**src/rtl/fetch_unit_if.sv**
```systemverilog
// Bundle of the instruction-memory handshake and the instruction-register
// delivery signals seen by the fetch sequencer.
interface fetch_unit_if;
  logic        MEM_REQ;
  logic [15:0] MEM_ADDR;
  logic        MEM_ACK;
  logic [15:0] MEM_DATA;
  logic        STALL;
  logic        JMP;
  logic [15:0] JMP_ADDR;
  logic [15:0] INSTR;
  logic [15:0] INSTR_PC;
  logic        INSTR_VALID;

  modport master (
    output MEM_REQ, MEM_ADDR, INSTR, INSTR_PC, INSTR_VALID,
    input  MEM_ACK, MEM_DATA, STALL, JMP, JMP_ADDR
  );

  modport slave (
    input  MEM_REQ, MEM_ADDR, INSTR, INSTR_PC, INSTR_VALID,
    output MEM_ACK, MEM_DATA, STALL, JMP, JMP_ADDR
  );
endinterface

```
**src/rtl/fetch_unit.sv**
```systemverilog
// Instruction fetch sequencer: owns the PC, handshakes with instruction memory
// and presents each fetched word with its address to the instruction register.
module fetch_unit #(
  parameter logic [15:0] RESET_PC = 16'h0000
) (
  input  logic          CLK,
  input  logic          RES,
  fetch_unit_if.master  bus
);

  typedef enum logic [1:0] {
    ST_START = 2'd0,
    ST_FETCH = 2'd1,
    ST_HOLD  = 2'd2
  } state_t;

  state_t      state_q, state_d;
  logic [15:0] pc_q, pc_d;
  logic        mem_req_q, mem_req_d;
  logic [15:0] instr_q, instr_d;
  logic [15:0] instr_pc_q, instr_pc_d;
  logic        instr_valid_q, instr_valid_d;

  // Next-state and next-output decode; a jump overrides every state.
  always_comb begin
    state_d       = state_q;
    pc_d          = pc_q;
    mem_req_d     = mem_req_q;
    instr_d       = instr_q;
    instr_pc_d    = instr_pc_q;
    instr_valid_d = instr_valid_q;

    if (bus.JMP) begin
      pc_d          = bus.JMP_ADDR;
      instr_valid_d = 1'b0;
      state_d       = ST_FETCH;
      mem_req_d     = 1'b1;
    end else begin
      case (state_q)
        ST_START: begin
          state_d   = ST_FETCH;
          mem_req_d = 1'b1;
        end
        ST_FETCH: begin
          if (bus.MEM_ACK) begin
            instr_d       = bus.MEM_DATA;
            instr_pc_d    = pc_q;
            pc_d          = pc_q + 16'd1;
            instr_valid_d = 1'b1;
            state_d       = ST_HOLD;
            mem_req_d     = 1'b0;
          end else begin
            state_d   = ST_FETCH;
            mem_req_d = 1'b1;
          end
        end
        ST_HOLD: begin
          if (!bus.STALL) begin
            instr_valid_d = 1'b0;
            state_d       = ST_FETCH;
            mem_req_d     = 1'b1;
          end else begin
            state_d   = ST_HOLD;
            mem_req_d = 1'b0;
          end
        end
        default: begin
          state_d       = ST_START;
          mem_req_d     = 1'b0;
          instr_valid_d = 1'b0;
        end
      endcase
    end
  end

  // State and output registers with asynchronous reset.
  always_ff @(posedge CLK or posedge RES) begin
    if (RES) begin
      state_q       <= ST_START;
      pc_q          <= RESET_PC;
      mem_req_q     <= 1'b0;
      instr_q       <= 16'h0000;
      instr_pc_q    <= 16'h0000;
      instr_valid_q <= 1'b0;
    end else begin
      state_q       <= state_d;
      pc_q          <= pc_d;
      mem_req_q     <= mem_req_d;
      instr_q       <= instr_d;
      instr_pc_q    <= instr_pc_d;
      instr_valid_q <= instr_valid_d;
    end
  end

  assign bus.MEM_REQ     = mem_req_q;
  assign bus.MEM_ADDR    = pc_q;
  assign bus.INSTR       = instr_q;
  assign bus.INSTR_PC    = instr_pc_q;
  assign bus.INSTR_VALID = instr_valid_q;

endmodule

```
**src/flat_wrapper.sv**
```systemverilog
// flat-port wrapper written by rule: the top's interface ports become plain ports
module fetch_unit_flat 
#(
  parameter logic [15:0] RESET_PC = 16'h0000
)
  (CLK, RES, bus_MEM_REQ, bus_MEM_ADDR, bus_INSTR, bus_INSTR_PC, bus_INSTR_VALID, bus_MEM_ACK, bus_MEM_DATA, bus_STALL, bus_JMP, bus_JMP_ADDR);
  fetch_unit_if bus_i ();
  input  logic CLK;
  input  logic RES;
  output wire logic [$bits(bus_i.MEM_REQ)-1:0] bus_MEM_REQ;
  output wire logic [$bits(bus_i.MEM_ADDR)-1:0] bus_MEM_ADDR;
  output wire logic [$bits(bus_i.INSTR)-1:0] bus_INSTR;
  output wire logic [$bits(bus_i.INSTR_PC)-1:0] bus_INSTR_PC;
  output wire logic [$bits(bus_i.INSTR_VALID)-1:0] bus_INSTR_VALID;
  input wire logic [$bits(bus_i.MEM_ACK)-1:0] bus_MEM_ACK;
  input wire logic [$bits(bus_i.MEM_DATA)-1:0] bus_MEM_DATA;
  input wire logic [$bits(bus_i.STALL)-1:0] bus_STALL;
  input wire logic [$bits(bus_i.JMP)-1:0] bus_JMP;
  input wire logic [$bits(bus_i.JMP_ADDR)-1:0] bus_JMP_ADDR;
  assign bus_MEM_REQ = bus_i.MEM_REQ;
  assign bus_MEM_ADDR = bus_i.MEM_ADDR;
  assign bus_INSTR = bus_i.INSTR;
  assign bus_INSTR_PC = bus_i.INSTR_PC;
  assign bus_INSTR_VALID = bus_i.INSTR_VALID;
  assign bus_i.MEM_ACK = bus_MEM_ACK;
  assign bus_i.MEM_DATA = bus_MEM_DATA;
  assign bus_i.STALL = bus_STALL;
  assign bus_i.JMP = bus_JMP;
  assign bus_i.JMP_ADDR = bus_JMP_ADDR;
  fetch_unit #(.RESET_PC(RESET_PC)) u_core (.CLK(CLK), .RES(RES), .bus(bus_i));
endmodule
```
**config.mk**
```make
export PLATFORM = sky130hd
export DESIGN_NAME = fetch_unit_flat
export DESIGN_NICKNAME = d
export VERILOG_FILES = /design/src/rtl/fetch_unit_if.sv /design/src/rtl/fetch_unit.sv /design/src/flat_wrapper.sv
export SDC_FILE = /design/constraint.sdc
export NUM_CORES = 1
export LEC_CHECK = 0
export ABC_AREA = 1
export BUFFER_PORTS_ARGS = -buffer_cell sky130_fd_sc_hd__buf_2
export CAP_MARGIN = 10
export CORE_MARGIN = 2
export CORE_UTILIZATION = 30
export DETAILED_ROUTE_END_ITERATION = 8
export SYNTH_ARGS = -nofsm -noshare
export SYNTH_HDL_FRONTEND = slang
export SYNTH_SLANG_ARGS = --single-unit
```
**constraint.sdc**
```tcl
create_clock -name CLK -period 1.95 [get_ports CLK]
set_clock_uncertainty 0.05 [all_clocks]
set_input_delay 0.39 -clock CLK [delete_from_list [all_inputs] [get_ports CLK]]
set_output_delay 0.39 -clock CLK [all_outputs]
set_load 0.1 [all_outputs]
```
==> results.toml <==
[timing]
finalCriticalPeriod_ps = 1699
hold_viol_final = 0
max_freq_mhz = 588.5
rsz0062_at_grt = "false"
slew-limit-headroom = 0.6584
fin_tns_setup_ps = 0
setup_viol = 0
worst_slew_pin_slew_ps = 511.6
fin_crit_sh = 0.8714
drv_slew = 0

[routing]
wirelength_um = 6046
wire_per_inst_um = 12.34
ant_nets = 0
num_vias = 2184
drc = 0
avgViaCountPerCell = 4.457
drt_iter0_markers = 82
drt_first_pass_iters = 4

[synthesis]
synth_seq_cells = 51
netlist_instances = 299
yosys.area_share.simple = 0.3040
synth_area_um2 = 2432
synthArstFlopShare = 1.000
synth_xor_area_frac = 0.01080
synth.area.top_cells = "dfrtp_1 52%, nand2_1 17%, nand3_1 3.9%"
synth_fa_ha_area_frac = 0.005144
synth_compound_area_frac = 0.08539
muxShareOfSynthArea = 0
yosys.area.top_type_share = 0.5247
avgSynthCellArea_um2 = 8.135
synth_top_family_by_area = "simple AND/OR/NAND/NOR gates"
synth_nets = 337
synth_edf_count = 0
ys_types = 29
synthesis.yosys.warnings = 0
ys_top_cells_by_count = "113 x nand2_1, 51 x dfrtp_1, 24 x nor2_1"
synth.largest_area_cell = "dfrtp_1"
synth_flop_cell = "dfrtp_1"
yosysMostFrequentCell = "nand2_1"
seq_area_frac_synth = 0.5247

[clock_network]
numCtsBuffers = 5
cts_setup_buffers = 0
cts_tree = "built"
cts_sinks = 51
cts-root-buf = "clkbuf_8"
cts_resized = 0
h-tree-depth = 2
insertion_delay_ps = 300
holdBufCountCts = 0
clkTransAtPathRegs_ps = 100
clk_path_buf_depth = 2

[layout]
syn_to_final_growth_pct = 25.87
num-nets-final = 425
final_cell_count_no_fill = 490
layout-drive-gt1-share = 0.2990
antenna_cells = 0

[global_routing]
grt_util_all_layers = 0.1481
globalRoute.busiestLayer = "met2"
first_global_vias = 2077
grt.met2_usage = 0.2208
grt.met3_usage = 0.04896
use_met1 = 0.2060
grt_pass1_wl_um = 10220
antenna_found_initial = 0
grt_max_degree = 31
grt-ovfl-total = 0

[floorplan]
die_h_um = 94.05
dieWidth_um = 94.05
core_area_um2 = 7807
ioPinCount = 87
initial_utilization = 0.3115
row_count = 32
dieArea_um2 = 8844

[hold_path]
hold_class = "input pin to asynchronous set/reset pin"

[power_and_ir_drop]
p_leak_nw = 1.625
power.density_nw_per_um2 = 1354
ir_drop_mv = 0.7000

[setup_path]
critical-path-max-stage-delay_ps = 490
cpLargestDelayFamily = "flip-flops"
worstPathMaxFanout = 7
critPathBufInv = 1
arrival_ps = 1260
worst_setup_path_start_kind = "register"
cpMaxStageDelayCell = "dfrtp_1"
worstPathCellList = "buf_2"
crit_required_ps = 1510
worst_setup_path_end_kind = "primary output"
critPathKind = "register to primary output"

[job]
max_cap_violations = 0

[placement]
place_congestion = 0.7638
io_buffers = 86
dpl.hpwl_um = 4551
dp.cells = 482

[run_status]
outcome = "completed"
## placed cells by master, fill, tap and decap left out
cell        count
a21oi_1         4
a31oi_1         1
buf_12          1
buf_2          86
buf_4           5
clkbuf_1        1
clkbuf_8        5
clkinvlp_4      1
dfrtp_1        49
dfrtp_2         2
ha_1            1
inv_1          21
inv_2           2
inv_4           1
inv_6           1
nand2_1       113
nand2_2         4
nand3_1        19
nand3_2         1
nand3b_1        1
nand4_1         3
nor2_1         24
nor2_2          3
nor2_4          4
nor3_1          1
o211ai_1        4
o21ai_0        17
o21ai_1         4
o21bai_1        3
o221ai_1        2
o22ai_1         1
xnor2_1         1
xor2_1          2
## metrics by stage
stage	utilization	worst slack [ps]	cell area [um2]	power, mW	hold slack, ps
after CTS	0.3921	232.2	3062	4.185	26.97
after global placement	0.3808	420.5	2973	3.548	369.8
after global routing	0.3921	185.0	3062	4.358	44.80
after detailed placement	0.3808	406.5	2973	3.562	367.0
final	0.3921	250.7	3062	4.144	21.74
after floorplan	-	30.65	2435	3.196	449.6
## per-layer routing
metal  routed length, um  share of wire
met5                   0              0
met4                  64          0.011
met3                 485          0.080
met2                2635           0.44
met1                2862           0.47
## where the power goes
group | total (mW) | switching [mW] | internal (mW)
combinational | 2.12 | 1.82 | 0.304
clock | 0.615 | 0.356 | 0.259
sequential | 1.40 | 0.149 | 1.26
total | 4.14 | 2.33 | 1.82
## cell families after synthesis
kind of cell,after synthesis
buffers and inverters,35
adder cells (fa/ha/maj),1
AND/OR/NAND/NOR,173
XOR/XNOR,3
flip-flops,51
AO/OA/AOI/OAI,36
## cell type report
class / instances / area, um2
fill: 834 / 4746
sequential: 51 / 1279
multi-input combinational: 213 / 985.9
timing repair buffer: 92 / 488.0
tap: 102 / 127.6
inverter: 24 / 92.59
clock buffer: 6 / 72.57
clock inverter: 2 / 16.27
## final timing paths
kind,slack (ps),depth (start not counted),start,end
worst max-delay path,250,1,u_core.bus.MEM_ADDR[8],bus_MEM_ADDR[8]
worst max register to register,450,6,u_core.bus.MEM_ADDR[1],u_core.bus.MEM_ADDR[14]
worst min register to register,430,2,u_core.bus.INSTR_VALID,u_core.bus.INSTR_VALID
worst min-delay path,20,2,RES,u_core.bus.INSTR_PC[7]
min in group CLK,220,3,bus_MEM_DATA[1],u_core.bus.INSTR[1]
max in group asynchronous,1310,3,RES,u_core.bus.MEM_ADDR[0]
## flip-flops by register name, summed over array words and instances (netlist names)
signal / count
u_core.bus.INSTR: 16
u_core.bus.INSTR_PC: 16
u_core.bus.INSTR_VALID: 1
u_core.bus.MEM_ADDR: 16
u_core.state_q: 2
(Power assumes the default switching activity.)
